`config.mk`:
```
export PLATFORM = sky130hd
export DESIGN_NAME = logic_bit_monitor
export DESIGN_NICKNAME = d
export VERILOG_FILES = /design/src/rtl/logic_bit_pkg.sv /design/src/rtl/lbm_fifo.sv /design/src/rtl/logic_bit_monitor.sv
export SDC_FILE = /design/constraint.sdc
export NUM_CORES = 1
export LEC_CHECK = 0
export CAP_MARGIN = 0
export CORE_MARGIN = 2
export CORE_UTILIZATION = 54
export DETAILED_ROUTE_END_ITERATION = 6
export HOLD_SLACK_MARGIN = 0.02
export PLACE_DENSITY = 0.79
export RECOVER_POWER = 100
export SYNTH_ARGS = -nofsm -noshare
export SYNTH_HDL_FRONTEND = slang
export SYNTH_SLANG_ARGS = --single-unit
```
`constraint.sdc`:
```
create_clock -name clk -period 3.62 [get_ports clk]
set_input_delay 0.362 -clock clk [delete_from_list [all_inputs] [get_ports clk]]
set_output_delay 0.362 -clock clk [all_outputs]
set_load 0.01 [all_outputs]
```
`src/rtl/logic_bit_pkg.sv`:
```
// Shared types and default sizing for the logic_bit_monitor slice.
// Latency: n/a (types only).
// Backpressure: n/a.
package logic_bit_pkg;

  typedef enum logic [1:0] {
    FILL_ZERO = 2'd0,
    FILL_ONE  = 2'd1,
    FILL_HOLD = 2'd2
  } fill_mode_e;

  typedef enum logic {
    ARMED = 1'b0,
    TRACK = 1'b1
  } mon_state_e;

  localparam int DEF_WIDTH     = 4;
  localparam int DEF_DEPTH     = 4;
  localparam int DEF_TS_W      = 8;
  localparam int DEF_CNT_W     = 8;
  localparam int DEF_FILL_MODE = 0;

endpackage

```
`src/rtl/lbm_fifo.sv`:
```
// Generic synchronous show-ahead FIFO for change records.
// Latency: a push is visible on rd_* the cycle after it is accepted (no bypass).
// Backpressure: rd_dat holds while rd_vld && !rd_rdy; a push while full is accepted only with a same-cycle pop.
module lbm_fifo #(
  parameter int DATA_W = 16,
  parameter int DEPTH  = 4
) (
  input  logic              clk,
  input  logic              rst,
  input  logic              wr_vld,
  input  logic [DATA_W-1:0] wr_dat,
  output logic              full,
  output logic              rd_vld,
  input  logic              rd_rdy,
  output logic [DATA_W-1:0] rd_dat
);

  localparam int ADDR_W = $clog2(DEPTH);

  logic [DATA_W-1:0] mem [DEPTH];
  logic [ADDR_W:0]   wr_ptr;
  logic [ADDR_W:0]   rd_ptr;
  logic              pop;
  logic              push;

  // Extra pointer bit distinguishes full from empty when the indices match.
  assign full   = (wr_ptr[ADDR_W] != rd_ptr[ADDR_W]) &&
                  (wr_ptr[ADDR_W-1:0] == rd_ptr[ADDR_W-1:0]);
  assign rd_vld = (wr_ptr != rd_ptr);
  assign pop    = rd_vld && rd_rdy;
  assign push   = wr_vld && (!full || pop);
  assign rd_dat = mem[rd_ptr[ADDR_W-1:0]];

  always_ff @(posedge clk) begin
    if (rst) begin
      wr_ptr <= '0;
      rd_ptr <= '0;
      for (int i = 0; i < DEPTH; i++) mem[i] <= '0;
    end else begin
      if (push) begin
        mem[wr_ptr[ADDR_W-1:0]] <= wr_dat;
        wr_ptr <= wr_ptr + 1'b1;
      end
      if (pop) rd_ptr <= rd_ptr + 1'b1;
    end
  end

endmodule

```
`src/rtl/logic_bit_monitor.sv`:
```
// Samples a 4-state bus, emits a sanitized 2-state value, counts X/Z samples and queues timestamped change records.
// Latency: dout/dout_xz update one edge after din_valid; a record appears on evt_* the cycle after its push.
// Backpressure: evt_* held while evt_valid && !evt_ready; records arriving at a full FIFO are dropped and counted.
module logic_bit_monitor
  import logic_bit_pkg::*;
#(
  parameter int WIDTH     = DEF_WIDTH,
  parameter int DEPTH     = DEF_DEPTH,
  parameter int TS_W      = DEF_TS_W,
  parameter int CNT_W     = DEF_CNT_W,
  parameter int FILL_MODE = DEF_FILL_MODE
) (
  input  logic             clk,
  input  logic             rst,
  input  logic [WIDTH-1:0] din,
  input  logic             din_valid,
  input  logic             clear,
  output logic [WIDTH-1:0] dout,
  output logic [WIDTH-1:0] dout_xz,
  output logic             evt_valid,
  input  logic             evt_ready,
  output logic [WIDTH-1:0] evt_value,
  output logic [WIDTH-1:0] evt_xz,
  output logic [TS_W-1:0]  evt_ts,
  output logic [CNT_W-1:0] xz_cnt,
  output logic [CNT_W-1:0] drop_cnt,
  output logic             overflow
);

  localparam int               REC_W   = 2*WIDTH + TS_W;
  localparam fill_mode_e       FILL    = fill_mode_e'(FILL_MODE[1:0]);
  localparam logic [CNT_W-1:0] CNT_MAX = '1;

  mon_state_e       state_q;
  mon_state_e       state_d;
  logic [WIDTH-1:0] san;
  logic [WIDTH-1:0] xz_mask;
  logic [TS_W-1:0]  ts;
  logic             push;
  logic             fifo_full;
  logic             drop;
  logic [REC_W-1:0] rec_out;

  // Case-inequality only sees X/Z in simulation; in silicon xz_mask is constant zero.
  always_comb begin
    xz_mask = '0;
    san     = '0;
    for (int i = 0; i < WIDTH; i++) begin
      xz_mask[i] = (din[i] !== 1'b0) && (din[i] !== 1'b1);
      if (!xz_mask[i]) begin
        san[i] = din[i];
      end else begin
        case (FILL)
          FILL_ONE:  san[i] = 1'b1;
          FILL_HOLD: san[i] = dout[i];
          default:   san[i] = 1'b0;
        endcase
      end
    end
  end

  always_comb begin
    state_d = state_q;
    push    = 1'b0;
    case (state_q)
      ARMED: begin
        if (din_valid) begin
          push    = 1'b1;
          state_d = TRACK;
        end
      end
      TRACK: begin
        push = din_valid && ((san != dout) || (xz_mask != dout_xz));
      end
      default: state_d = ARMED;
    endcase
  end

  assign drop = push && fifo_full && !(evt_valid && evt_ready);

  always_ff @(posedge clk) begin
    if (rst) begin
      state_q  <= ARMED;
      ts       <= '0;
      dout     <= '0;
      dout_xz  <= '0;
      xz_cnt   <= '0;
      drop_cnt <= '0;
      overflow <= 1'b0;
    end else begin
      state_q <= state_d;
      ts      <= ts + 1'b1;
      if (din_valid) begin
        dout    <= san;
        dout_xz <= xz_mask;
      end
      // clear takes priority over any coincident increment.
      if (clear) begin
        xz_cnt   <= '0;
        drop_cnt <= '0;
        overflow <= 1'b0;
      end else begin
        if (din_valid && (|xz_mask) && (xz_cnt != CNT_MAX)) xz_cnt <= xz_cnt + 1'b1;
        if (drop) begin
          overflow <= 1'b1;
          if (drop_cnt != CNT_MAX) drop_cnt <= drop_cnt + 1'b1;
        end
      end
    end
  end

  lbm_fifo #(
    .DATA_W (REC_W),
    .DEPTH  (DEPTH)
  ) u_fifo (
    .clk    (clk),
    .rst    (rst),
    .wr_vld (push),
    .wr_dat ({san, xz_mask, ts}),
    .full   (fifo_full),
    .rd_vld (evt_valid),
    .rd_rdy (evt_ready),
    .rd_dat (rec_out)
  );

  assign {evt_value, evt_xz, evt_ts} = rec_out;

endmodule

```
==> results of run 1 <==
[worst max-delay path, cell delays in order, from the launching register on]
cell and delay [ns]:
dfxtp_1 0.78, xor2_1 0.19, or4_1 0.60, o211ai_1 0.14, buf_4 0.33, or3b_1 0.18, clkbuf_1 0.43, nor2_1 0.10
[metrics by stage]
stage,cell area [um^2],utilization
finish,4020,0.633
detailed placement,3870,0.609
floorplan,3590,-
global placement,3870,0.609
CTS,4060,0.639
global route,4020,0.633
[area by class of cell]
type / instances / area share
flip-flops and latches: 78 / 0.508
multi-input cells: 198 / 0.324
repair buffers: 40 / 0.0922
clock buffers: 9 / 0.0308
well taps: 77 / 0.0240
clock inverters: 7 / 0.0162
inverters: 5 / 0.00467
[report_power, final]
part / leakage (nW) / switching [mW] / total, mW / internal [mW]
Clock: 0.0948 / 0.317 / 0.630 / 0.313
Sequential: 0.748 / 0.0594 / 1.06 / 0.999
Combinational: 0.658 / 0.141 / 0.301 / 0.160
[worst paths after layout]
kind	endpoint	slack, ns	cells past startpoint
max	u_fifo.mem[2][2]	0.60	7
min	state_q	0.48	2
max reg2reg	u_fifo.mem[2][2]	0.60	7
min reg2reg	state_q	0.48	2
[flip-flops by register name, indices dropped and copies added, names as in the netlist, named ones only]
name and cells:
u_fifo.rd_ptr 3, dout 4, drop_cnt 8, ts 8, overflow 1, u_fifo.mem 48
u_fifo.wr_ptr 3, state_q 1
[kinds of logic after synthesis]
logic type,count (synthesis),share of synthesized area
AND/OR/NAND/NOR,120,0.168
buffers and inverters,39,0.0644
XOR/XNOR,16,0.0396
other,1,0.00106
flip-flops,78,0.577
adder cells (fa/ha/maj),4,0.0141
multiplexers,18,0.0934
AO/OA/AOI/OAI,24,0.0424
[metal layers]
metal,part of all wire,up-vias,GRT usage
li1,-,1115,-
met1,0.44,1114,0.251
met2,0.49,71,0.316
met3,0.057,13,0.0535
met4,0.016,0,0.0866
met5,0,-,0
[cells in the final DEF, fill, tap and decap left out, types with 2 or more instances in the layout]
master           netlist  final
edfxtp_1              48     48
nand4_1                4      4
clkbuf_1              10      4
ha_1                   4      4
clkinv_2               0      4
nor2_1                55     55
o21ai_0                1      2
nor4_1                11     12
conb_1                 1     16
and2_1                 2      2
clkbuf_8               0      9
dlygate4sd3_1          0     27
clkinvlp_4             0      2
nand3_1                8      8
xor2_1                 8      8
dfxtp_1               30     30
and3_1                 4      4
or3_1                  2      2
buf_4                 18      2
nor3b_1                2      2
nand2_1               17     18
or4_1                  6      6
or3b_1                 3      3
o31ai_1                6      6
clkdlybuf4s50_1        0      7
o21ai_1                4      3
a21oi_1               10     10
mux4_2                12     12
mux2i_1                6      6
inv_1                  3      4
xnor2_1                8      8
==> summary by stage, run 1 <==
STA
The worst max-slew margin expressed relative to the limit is 0.380. Of the available clock period, the critical path in the final layout requires 0.835. The number of pins with negative max-slew slack in the final report is 0. At the pin with the least slew margin, the transition time is 0.929 ns. The minimum setup slack in the final design is 0.597 ns.

Setup repair after global routing left no endpoint under its margin. After routing, the total negative slack on setup checks comes to 0 ns. Setup violations remaining at the end of the flow were counted as 0. The highest clock rate is 0.331 GHz. The smallest hold slack is 0.478 ns. The final hold violation count is 0.

Counting I/O delays and the setup requirement, the final critical path takes 3.02 ns. The maximum clock skew at final layout is 0.00693 ns.

Synth
The commonest cells after synthesis are 55 x nor2_1, 48 x edfxtp_1, 30 x dfxtp_1, 18 x buf_4, 17 x nand2_1. nor2_1 is the most common cell in the netlist. In the synthesized netlist, the number of instances is 300.

Sorting the synthesized cells by area gives the leading types as edfxtp_1 41%, dfxtp_1 17%, mux4_2 7.6%, nor2_1 5.8%, buf_4 3.8%. The number of warnings issued by yosys is 0. In this run, synthesis produced a sequential element count of 78. Summed over all instances, the cell type with the most area after synthesis is edfxtp_1. The area of the mapped netlist is 3540 um^2. Of the synthesized area, sequential elements account for 0.577. The synthesized design contains 48 enable-type register cells. The area share of the largest cell type after synthesis is 0.407. The proportion of synthesized flip-flops having asynchronous set or reset is 0. Each instance of the synthesized netlist takes up on average 11.8 um^2. The commonest register cell after synthesis is edfxtp_1. Counting distinct cell types in the post-synthesis netlist gives 38.

Clock network
The CTS buffer count is 9. After clock tree synthesis, the setup repair step added 0 buffers. The clock tree buffer depth is 2.

The CTS sink count is 78. The number of resized instances in the post-cts repair step is 0. The TritonCTS clock tree is built.

The cts-stage hold buffer count is 0. Clock-pin slew was measured on the worst setup and hold paths at 0.08 ns. The clock latency reported for the late side of the worst-skew pair is 0.36 ns. CTS built an H-tree with a depth of 3. The cell at the root of the clock tree is clkbuf_8.

Detailed routing
After detailed routing, the total wire length is 6770 um. The remaining antenna violation count after routing is 0. The routed layout has 2313 vias. After detailed routing, the number of remaining DRC violations is 0. Using the TritonRoute via totals, the vias-per-cell ratio works out to 5.59. The number of detailed-routing iterations run before antenna repair is 5. In the final routed layout, each cell accounts on average for 16.3 um. After the first detailed-routing iteration, the DRC count stood at 176.

Floorplanning
The die area is 7220 um^2. The floorplan step defined a core boundary enclosing 6350 um^2. For this configuration, the core starts out at a cell density of 0.557. Measured along the x axis, the die boundary spans 85.0 um. The vertical die dimension is 85.0 um. The standard-cell row count is 29. The number of placed I/O pins is 51.

Global routing
After global routing the overflow that remains totals 0. The number of global-route vias before repair is 2246. The first global-routing pass estimated 11000 um of wire. The number of antenna violations at the first check in global routing came to 0. The pin count of the biggest net entering global routing is 30. The global-route usage over all layers is 0.197.

Power and ir drop
The final total power is 1.99 mW. The total power divided by cell area is 495 nW/um^2. IR analysis of the VDD net gives a maximum drop of 0.302 mV.

For this design the static power due to leakage is 1.50 nW.

Placed design
The worst setup slack before clock tree synthesis is 0.661 ns. The cell total after placement is 398. Port buffering added 34 buffers. The half-perimeter wire length of the detailed placement result is 4430 um. At the end of routability-driven placement, the weighted congestion stood at 0.773.

Run
The number of violations of the max-capacitance limit is 0.

Final layout
The multi-input combinational cell area is 1300 um^2. For this run, the post-layout net count is 345. The repair_antennas step left the layout with diodes totalling 0.

The area overhead of the layout relative to synthesis is 13.6%. The fraction of layout cells with a size suffix above 1 is 0.0920. The non-filler instance count after layout is 414. Fill cells in the final layout number 490. Registers take 2040 um^2.

Worst hold path
The path category of the worst min-delay check is flip-flop to flip-flop. In this run the most critical hold path is launched from state_q.

Critical path
The category of the most critical setup path is flip-flop to flip-flop. The timing startpoint of the critical path is u_fifo.wr_ptr[1]. The maximum fanout encountered on the critical timing path is 29.

The worst setup path is launched from a flip-flop. Data on the critical path is required at its endpoint by 3.71 ns. The endpoint kind of the worst setup timing path is a flip-flop. At the worst endpoint, the arrival time is 3.11 ns.

The startpoint identified for the worst register-to-register timing path is u_fifo.wr_ptr[1].

Outcome
The run finished with clean final reports.
Power figures use the tool's default switching activity.
==> inputs of run 2 (changes only) <==
--- a/config.mk
+++ b/config.mk
@@ -7,10 +7,10 @@
 export LEC_CHECK = 0
 export CAP_MARGIN = 0
 export CORE_MARGIN = 2
-export CORE_UTILIZATION = 54
+export CORE_UTILIZATION = 49
 export DETAILED_ROUTE_END_ITERATION = 6
 export HOLD_SLACK_MARGIN = 0.02
-export PLACE_DENSITY = 0.79
+export PLACE_DENSITY = 0.76
 export RECOVER_POWER = 100
 export SYNTH_ARGS = -nofsm -noshare
 export SYNTH_HDL_FRONTEND = slang
==> constraint.sdc (replaced) <==
create_clock -name clk -period 2.7 [get_ports clk]
set_input_delay 0.27 -clock clk [delete_from_list [all_inputs] [get_ports clk]]
set_output_delay 0.27 -clock clk [all_outputs]
set_load 0.01 [all_outputs]
==> summary by stage, run 2 (synthesis results as in run 1) <==
Outcome
Status: completed (unchanged).

Worst hold path
The hold path depth is 2 (unchanged). The origin of the worst min-delay path is state_q (unchanged). The path category of the worst min-delay check is flip-flop to flip-flop (unchanged).

Clock network
The number of levels in the clock H-tree is 3 (unchanged). The cell at the root of the clock tree is clkbuf_8 (unchanged). The TritonCTS clock tree was built (unchanged). The number of resized instances in the post-cts repair step is 0 (unchanged). The cts-stage hold buffer count is 0 (unchanged). The number of setup buffers added after CTS is 0 (unchanged).

The CTS buffer count is 9 (unchanged). The CTS sink count was 78 (unchanged). The clock tree buffer depth is 2 (unchanged). The clock latency reported for the late side of the worst-skew pair was 0.34 ns (was 0.36 ns). The clock transition at the registers of the reported paths was 0.07 ns (was 0.08 ns).

Critical path
The worst endpoint required time is 2.70 ns (was 3.71 ns). The startpoint type of the worst setup path is a flip-flop (unchanged). The cell type of the slowest stage on the worst timing path is or3b_1 (was dfxtp_1).

The depth of the worst register-to-register path is 7 (unchanged). Cell breakdown of the critical path: xor2_1, or4_1, o211ai_1, clkbuf_1, or3b_1, nand2_1, clkbuf_2 (was xor2_1, or4_1, o211ai_1, buf_4, or3b_1, clkbuf_1, nor2_1). The worst reg2reg path startpoint is u_fifo.rd_ptr[1] (was u_fifo.wr_ptr[1]). The maximum fanout encountered on the critical timing path came to 12 (was 29). The number of cells on the critical path is 7 (unchanged). The category of the most critical setup path is flip-flop to flip-flop (unchanged). The timing startpoint of the critical path is u_fifo.rd_ptr[1] (was u_fifo.wr_ptr[1]).

The arrival time of the worst setup path came to 2.42 ns (was 3.11 ns). The sum of buffers and inverters on the critical path is 2 (unchanged). The largest stage delay on the critical path is 0.42 ns (was 0.78 ns).

The endpoint kind of the worst setup timing path is a flip-flop (unchanged). The cell family with the largest share of critical-path delay is simple AND/OR/NAND/NOR gates (unchanged).

Final layout
The number of flip-flops under the largest register name is 48 (unchanged). Commonest cells after routing, fill and taps aside: 55 x nor2_1, 48 x edfxtp_1, 30 x dfxtp_1 (unchanged). The fraction of layout cells with a size suffix above 1 is 0.113 (was 0.0920). The core occupancy in the finished layout was 0.594 (was 0.633). The area overhead of the layout relative to synthesis was 16.0% (was 13.6%). The register with the most flip-flops is u_fifo.mem (unchanged). The antenna diode count is 0 (unchanged). The non-filler instance count after layout was 440 (was 414). The final layout net count is 352 (was 345). The most common cell after layout, fill and taps aside is nor2_1 (unchanged). Biggest regs: u_fifo.mem (48), drop_cnt (8), ts (8) (unchanged).

STA
The total negative slack for setup checks is 0 ns (unchanged). The highest clock rate is 0.414 GHz (was 0.331 GHz). The maximum clock skew at final layout is 0.00736 ns (was 0.00693 ns).

The smallest hold slack is 0.471 ns (was 0.478 ns). The number of pins with negative max-slew slack in the final report is 0 (unchanged). Unrepaired setup endpoints after global routing: no (unchanged). The worst max-slew margin expressed relative to the limit is 0.181 (was 0.380). The final period demand of the worst path came to 2.41 ns (was 3.02 ns). The final count of negative-setup-slack endpoints is 0 (unchanged). The transition time at the pin with the least slew margin was 1.22 ns (was 0.929 ns).

The final hold violation count came to 0 (unchanged). The final critical-path share of the clock period is 0.894 (was 0.835).

Detailed routing
The remaining antenna violation count after routing is 0 (unchanged). The ratio of routed vias to standard cells is 5.30 (was 5.59). The wire length after detailed routing is 6790 um (was 6770 um). The met2 wire length came to 3410 um (was 3300 um). The top routing layer in use is met4 (unchanged). The number of detailed-routing iterations run before antenna repair is 4 (was 5). The met1 wire length was 2990 um (was 2970 um).

The final routed wire length divided by cell count is 15.4 um (was 16.3 um). The via count is 2331 (was 2313). The total DRC errors in the routed layout came to 0 (unchanged). The iteration-0 DRC count of the detailed router is 127 (was 176). The total met3 wirelength after detailed routing is 288 um (was 386 um).

Floorplanning
The number of placed I/O pins is 51 (unchanged). The area of the placeable core came to 6910 um^2 (was 6350 um^2). The initial core utilization came to 0.512 (was 0.557). The standard-cell row count is 30 (was 29). The die area came to 7920 um^2 (was 7220 um^2). The vertical die dimension is 89.0 um (was 85.0 um).

The width of the die came to 89.0 um (was 85.0 um).

Power and ir drop
The total power divided by cell area is 649 nW/um^2 (was 495 nW/um^2). The peak ir drop on the vdd network is 0.466 mV (was 0.302 mV). The standby leakage power is 1.53 nW (was 1.50 nW).

Placed design
The cell total after placement is 424 (was 398). The total of buffers placed on input and output ports came to 34 (unchanged). The half-perimeter wire length of the detailed placement result came to 4680 um (was 4430 um). The last weighted congestion value of the routability-driven placer is 0.794 (was 0.773).

Global routing
The pin count of the biggest net entering global routing was 24 (was 30). The number of global-route vias before repair was 2296 (was 2246). The number of antenna violations at the first check in global routing came to 0 (unchanged). The total global routing overflow was 0 (unchanged). The global-route wire length before repair came to 11200 um (was 11000 um). The global-route usage over all layers came to 0.189 (was 0.197).

Run
The number of violations of the max-capacitance limit is 0 (unchanged).
-- run 2: worst paths after layout --
check | to | slack [ns]
worst min register to register | state_q | 0.47
worst min-delay path | state_q | 0.47
worst max-delay path | u_fifo.mem[2][1] | 0.29
worst max register to register | u_fifo.mem[2][1] | 0.29
-- run 2: layout make-up --
type / count / area, um^2
clock buffers: 12 / 135
clock inverters: 4 / 47.5
fillers: 612 / 2800
inverters: 5 / 18.8
multi-input cells: 198 / 1320
flip-flops and latches: 78 / 2040
well taps: 96 / 120
repair buffers: 47 / 420
-- run 2: routing by layer --
metal  up-vias  track usage
li1       1131            -
met1      1129        0.251
met2        59        0.301
met3        12       0.0452
met4         0       0.0773
met5         -            0
-- run 2: worst reg2reg max path, stage by stage, from the launching register on --
cell      delay (ns)
dfxtp_1         0.38
xor2_1          0.32
or4_1           0.22
o211ai_1        0.12
clkbuf_1        0.19
or3b_1          0.42
nand2_1         0.08
clkbuf_2        0.34
-- run 2: through the flow --
stage                     instance area (um^2)  power, mW  worst slack (ns)
after global routing                      4100       2.79            0.0963
after CTS                                 4130       2.72             0.301
after detailed placement                  3940       1.91             0.193
after global placement                    3940       1.90             0.242
after floorplan                           3590       1.72            0.0346
final                                     4100       2.66             0.286
-- run 2: where the power goes --
group          total (mW)  internal (mW)  switching [mW]  leakage [nW]
logic               0.466          0.229           0.237         0.692
clock network       0.817          0.425           0.392        0.0904
registers            1.38           1.34          0.0412         0.748
==> inputs of run 3 (changes only) <==
--- a/config.mk
+++ b/config.mk
@@ -8,6 +8,7 @@
 export CAP_MARGIN = 0
 export CORE_MARGIN = 2
 export CORE_UTILIZATION = 49
+export CTS_CLUSTER_SIZE = 10
 export DETAILED_ROUTE_END_ITERATION = 6
 export HOLD_SLACK_MARGIN = 0.02
 export PLACE_DENSITY = 0.76
==> results of run 3 <==
Final layout, timing and power as in run 2 (identical DEF).
==> edit 1: new RTL, settings of run 1 <==
Make the reset (`rst`) asynchronous in 2 clocked blocks.
--- a/src/rtl/lbm_fifo.sv
+++ b/src/rtl/lbm_fifo.sv
@@ -32,5 +32,5 @@
   assign rd_dat = mem[rd_ptr[ADDR_W-1:0]];
 
-  always_ff @(posedge clk) begin
+  always_ff @(posedge clk or posedge rst) begin
     if (rst) begin
       wr_ptr <= '0;
--- a/src/rtl/logic_bit_monitor.sv
+++ b/src/rtl/logic_bit_monitor.sv
@@ -79,5 +79,5 @@
   assign drop = push && fifo_full && !(evt_valid && evt_ready);
 
-  always_ff @(posedge clk) begin
+  always_ff @(posedge clk or posedge rst) begin
     if (rst) begin
       state_q  <= ARMED;
Formal check against the unedited RTL: differs if rst is asserted again (counterexample within 4 cycles, from zero or initial values and one cycle with rst high); with rst held inactive, the same outputs for 10 cycles.
==> edit 1 against run 1 <==
Routed wire length grew 3.5%. Sequential cell count grew 6. Sequential share of layout area shrank 4.4 points. Setup slack gained 0.34 ns. Area after synthesis grew 8.3%. Count of clock-buffer cells in the layout is the same. The flow now finishes with violations (capacitance limit, slew limit). Cell area grew 13%.
Power is not compared: it rests on default switching activity, and its combinational part moved more than twofold at a synthesized area within 25%.
==> edit 1: results (changes against run 1) <==
| Metric | Value |
|---|---|
| DR iter-0 viols | `94 (was 176)` |
| Status | `finished with violations (was finished clean)` |
| Placed cells | `404 (was 398)` |
| First-pass GRT wire length | `11900 um (was 11000 um)` |
| IO Port Bufs | `42 (was 34)` |
| Final Hold Slack | `0.492 ns (was 0.478 ns)` |
| Pre-CTS setup slack | `0.833 ns (was 0.661 ns)` |
| Critical path peak fanout | `12 (was 29)` |
| Post-synthesis sequential area ratio | `54.8% (was 57.7%)` |
| Via/cell ratio | `5.43 (was 5.59)` |
| Gp weighted congestion | `0.810 (was 0.773)` |
| Yosys cell types | `41 (was 38)` |
| Synth cell count leaders | `84 x dfrtp_1, 55 x mux2_2, 14 x xnor2_1, 12 x buf_4, 11 x nand3_1 (was 55 x nor2_1, 48 x edfxtp_1, 30 x dfxtp_1, 18 x buf_4, 17 x nand2_1)` |
| Final nets | `335 (was 345)` |
| Wire per inst | `16.7 um (was 16.3 um)` |
| Layout cells sized above 1 | `27.8% (was 9.20%)` |
| Register area | `0.00210 mm2 (was 0.00204 mm2)` |
| Placed cell area | `0.00433 mm2 (was 0.00387 mm2)` |
| Vias in the first global route | `2377 (was 2246)` |
| Asr flop ratio synth | `100% (was 0%)` |
| Total GRT Usage | `20.5% (was 19.7%)` |
| Layout Cells excl Fill | `420 (was 414)` |
| Rel. slew slack | `-6.66% (was 38.0%)` |
| Ys flop type | `dfrtp_1 (was edfxtp_1)` |
| Syn_area_per_cell | `14.1 um2 (was 11.8 um2)` |
| Flop2flop setup slack | `1.14 ns (was 0.60 ns)` |
| Arr. time, crit path | `2.92 ns (was 3.11 ns)` |
| Max-slew violations | `31 (was 0)` |
| Fill count | `515 (was 490)` |
| FF-to-FF Start | `u_fifo.rd_ptr[1]$_DFFE_PP0P_ (was u_fifo.wr_ptr[1]$_SDFFE_PP0P_)` |
| Synth area leaders | `dfrtp_1 55%, mux2_2 16%, mux4_2 5.3%, xnor2_1 3.2%, buf_4 2.3% (was edfxtp_1 41%, dfxtp_1 17%, mux4_2 7.6%, nor2_1 5.8%, buf_4 3.8%)` |
| Critical path origin | `din[3] (was u_fifo.wr_ptr[1]$_SDFFE_PP0P_)` |
| HPWL after DPL | `4720 um (was 4430 um)` |
| DRT Pass-1 Iters | `6 (was 5)` |
| Largest net degree at the start of global routing | `37 (was 30)` |
| Final Skew | `0.0107 ns (was 0.00693 ns)` |
| HP Start | `state_q$_DFF_PP0_ (was state_q$_SDFF_PP0_)` |
| Failing checks | `capacitance limit, slew limit` |
| CTS max path bufs | `2 (unchanged)` |
| Period utilisation layout | `74.0% (was 83.5%)` |
| Max-Cap Viols | `1 (was 0)` |
==> edit 1: cell count changes after synthesis, moves of 6 or more <==
cell | run 1 | this run
buf_4 | 18 | 12
a21oi_1 | 10 | 3
dfrtp_1 | 0 | 84
mux2_2 | 0 | 55
xnor2_1 | 8 | 14
nor4_1 | 11 | 1
nor2b_1 | 1 | 10
dfxtp_1 | 30 | 0
nor2_1 | 55 | 7
edfxtp_1 | 48 | 0
xor2_1 | 8 | 2
nand2_1 | 17 | 6
==> edit 1: kinds of logic after synthesis <==
family / synth area share [%]
mux: 23.8
flops: 54.8
simple gates: 7.83
compound gates: 3.04
buf+inv: 4.08
other cells: 0.0978
xor+xnor: 4.08
fa+ha+maj: 2.28
==> edit 1: worst paths after layout <==
check	to	cells past startpoint
setup / recovery	u_fifo.mem[28]$_DFFE_PP0P_	7
hold / removal	state_q$_DFF_PP0_	1
setup reg to reg	drop_cnt[0]$_DFFE_PP0P_	6
hold reg to reg	state_q$_DFF_PP0_	1
max in group asynchronous	ts[3]$_DFF_PP0_	3
min in group asynchronous	overflow$_DFFE_PP0P_	2
==> edit 1: layout make-up <==
cell class	instances	area share [%]
Multi-Input combinational cell	168	34.7
Timing Repair Buffer	50	10.3
Tap cell	96	2.65
Inverter	6	0.525
Clock inverter	7	2.71
Clock buffer	9	2.73
Sequential cell	84	46.4
==> edit 1: critical path, cell delays in order <==
cell and delay, ns:
dlygate4sd3_1 0.67, xnor2_1 0.15, nand3_1 0.16, or2_2 0.38, nand4_1 0.11, clkbuf_1 0.67
mux2_2 0.41
==> edit 1: routing by layer <==
metal	GRT usage (%)	routed length, um
met4	5.65	47
met5	0	0
met2	33.4	3620
met3	5.97	294
met1	27.2	3040
==> edit 2: new RTL, flow settings as in run 1 <==
Made on the original files. Change the package constant `DEF_CNT_W` from 8 to 10.
--- a/src/rtl/logic_bit_pkg.sv
+++ b/src/rtl/logic_bit_pkg.sv
@@ -18,5 +18,5 @@
   localparam int DEF_DEPTH     = 4;
   localparam int DEF_TS_W      = 8;
-  localparam int DEF_CNT_W     = 8;
+  localparam int DEF_CNT_W     = 10;
   localparam int DEF_FILL_MODE = 0;
 
Ports: changed (resized drop_cnt and xz_cnt); port bits go from 51 to 55. No check against the original RTL was run, so the function may have changed too.
==> edit 2 against run 1 <==
Routed wire length shrank 3.7%. Hold slack lost 0.013 ns. Power grew 4.5%. Setup slack gained 0.20 ns. Area after synthesis grew 4.8%. Core utilization shrank 0.55 points. Sequential cell count grew 2. Cell area grew 4.9%.
==> edit 2: results (changes against run 1) <==
| Metric | Value |
|---|---|
| Syn_area_per_cell | `11.7 um2 (was 11.8 um2)` |
| Yosys cell types | `44 (was 38)` |
| Via/cell ratio | `5.50 (was 5.59)` |
| Pre-CTS setup slack | `0.786 ns (was 0.661 ns)` |
| HPWL after DPL | `4760 um (was 4430 um)` |
| Met2 WL | `2980 um (was 3300 um)` |
| GR Util met1 | `27.1% (was 25.1%)` |
| HP Start | `ts[0]$_SDFF_PP0_ (was state_q$_SDFF_PP0_)` |
| Status | `finished clean (unchanged)` |
| GR Util met3 | `4.93% (was 5.35%)` |
| Mux contribution to synthesized area | `9.18% (was 9.34%)` |
| DRT Pass-1 Iters | `4 (was 5)` |
| Final nets | `363 (was 345)` |
| Rel. slew slack | `33.4% (was 38.0%)` |
| Hold Path Depth | `1 (was 2)` |
| Synth Area in XOR/XNOR | `4.18% (was 3.96%)` |
| Hold EP | `ts[0]$_SDFF_PP0_ (was state_q$_SDFF_PP0_)` |
| Placed cells | `419 (was 398)` |
| Flop2flop setup slack | `0.80 ns (was 0.60 ns)` |
| Final Hold Slack | `0.466 ns (was 0.478 ns)` |
| Post-synthesis sequential area ratio | `56.1% (was 57.7%)` |
| Met2 usage | `28.6% (was 31.6%)` |
| Synth cell count leaders | `69 x nor2_1, 48 x edfxtp_1, 32 x dfxtp_1, 18 x buf_4, 15 x nand2b_1 (was 55 x nor2_1, 48 x edfxtp_1, 30 x dfxtp_1, 18 x buf_4, 17 x nand2_1)` |
| Arr. time, crit path | `2.79 ns (was 3.11 ns)` |
| First-pass GRT wire length | `11100 um (was 11000 um)` |
| Placed cell area | `0.00403 mm2 (was 0.00387 mm2)` |
| Max IR drop VDD | `0.000208 V (was 0.000302 V)` |
| R2r endpoint | `u_fifo.mem[0][12]$_SDFFCE_PN0P_ (was u_fifo.mem[2][2]$_SDFFCE_PN0P_)` |
| Total routed wirelength | `6520 um (was 6770 um)` |
| Biggest regs | `u_fifo.mem x48, drop_cnt x10, ts x8 (was u_fifo.mem x48, drop_cnt x8, ts x8)` |
| Path depth of the worst reg2reg path | `6 (was 7)` |
| Total GRT Usage | `19.5% (was 19.7%)` |
| Layout Cells excl Fill | `435 (was 414)` |
edit 2: cell count changes after synthesis, sizes merged, moves of 3 or more:
cell,before,now
buf,24,27
clkbuf,10,7
inv,5,2
nand2,18,12
nand2b,0,15
nand3,8,11
nor2,55,69
nor4,12,0
o21ai,5,2
or2,1,4
edit 2: final cells by class:
| class | count | area [um2] |
|---|---|---|
| clock buffer | 9 | 124 |
| clock inverter | 7 | 95.1 |
| fill | 531 | 2500 |
| inverter | 2 | 7.51 |
| multi-input combinational | 218 | 1430 |
| sequential | 80 | 2080 |
| tap | 80 | 100 |
| timing repair buffer | 39 | 375 |
edit 2: worst max-delay path, stage by stage (launching register included):
cell and delay [ns]:
dfxtp_1 0.53, xnor2_1 0.22, nand4b_1 0.19, o211ai_1 0.12, clkbuf_1 0.56, or3_1 0.40, nand2b_1 0.41
edit 2: where the power goes:
part	internal [mW]	leakage [nW]	total, mW	switching [mW]
Combinational	0.158	0.742	0.289	0.131
Clock	0.389	0.110	0.714	0.325
Sequential	1.02	0.764	1.08	0.0557
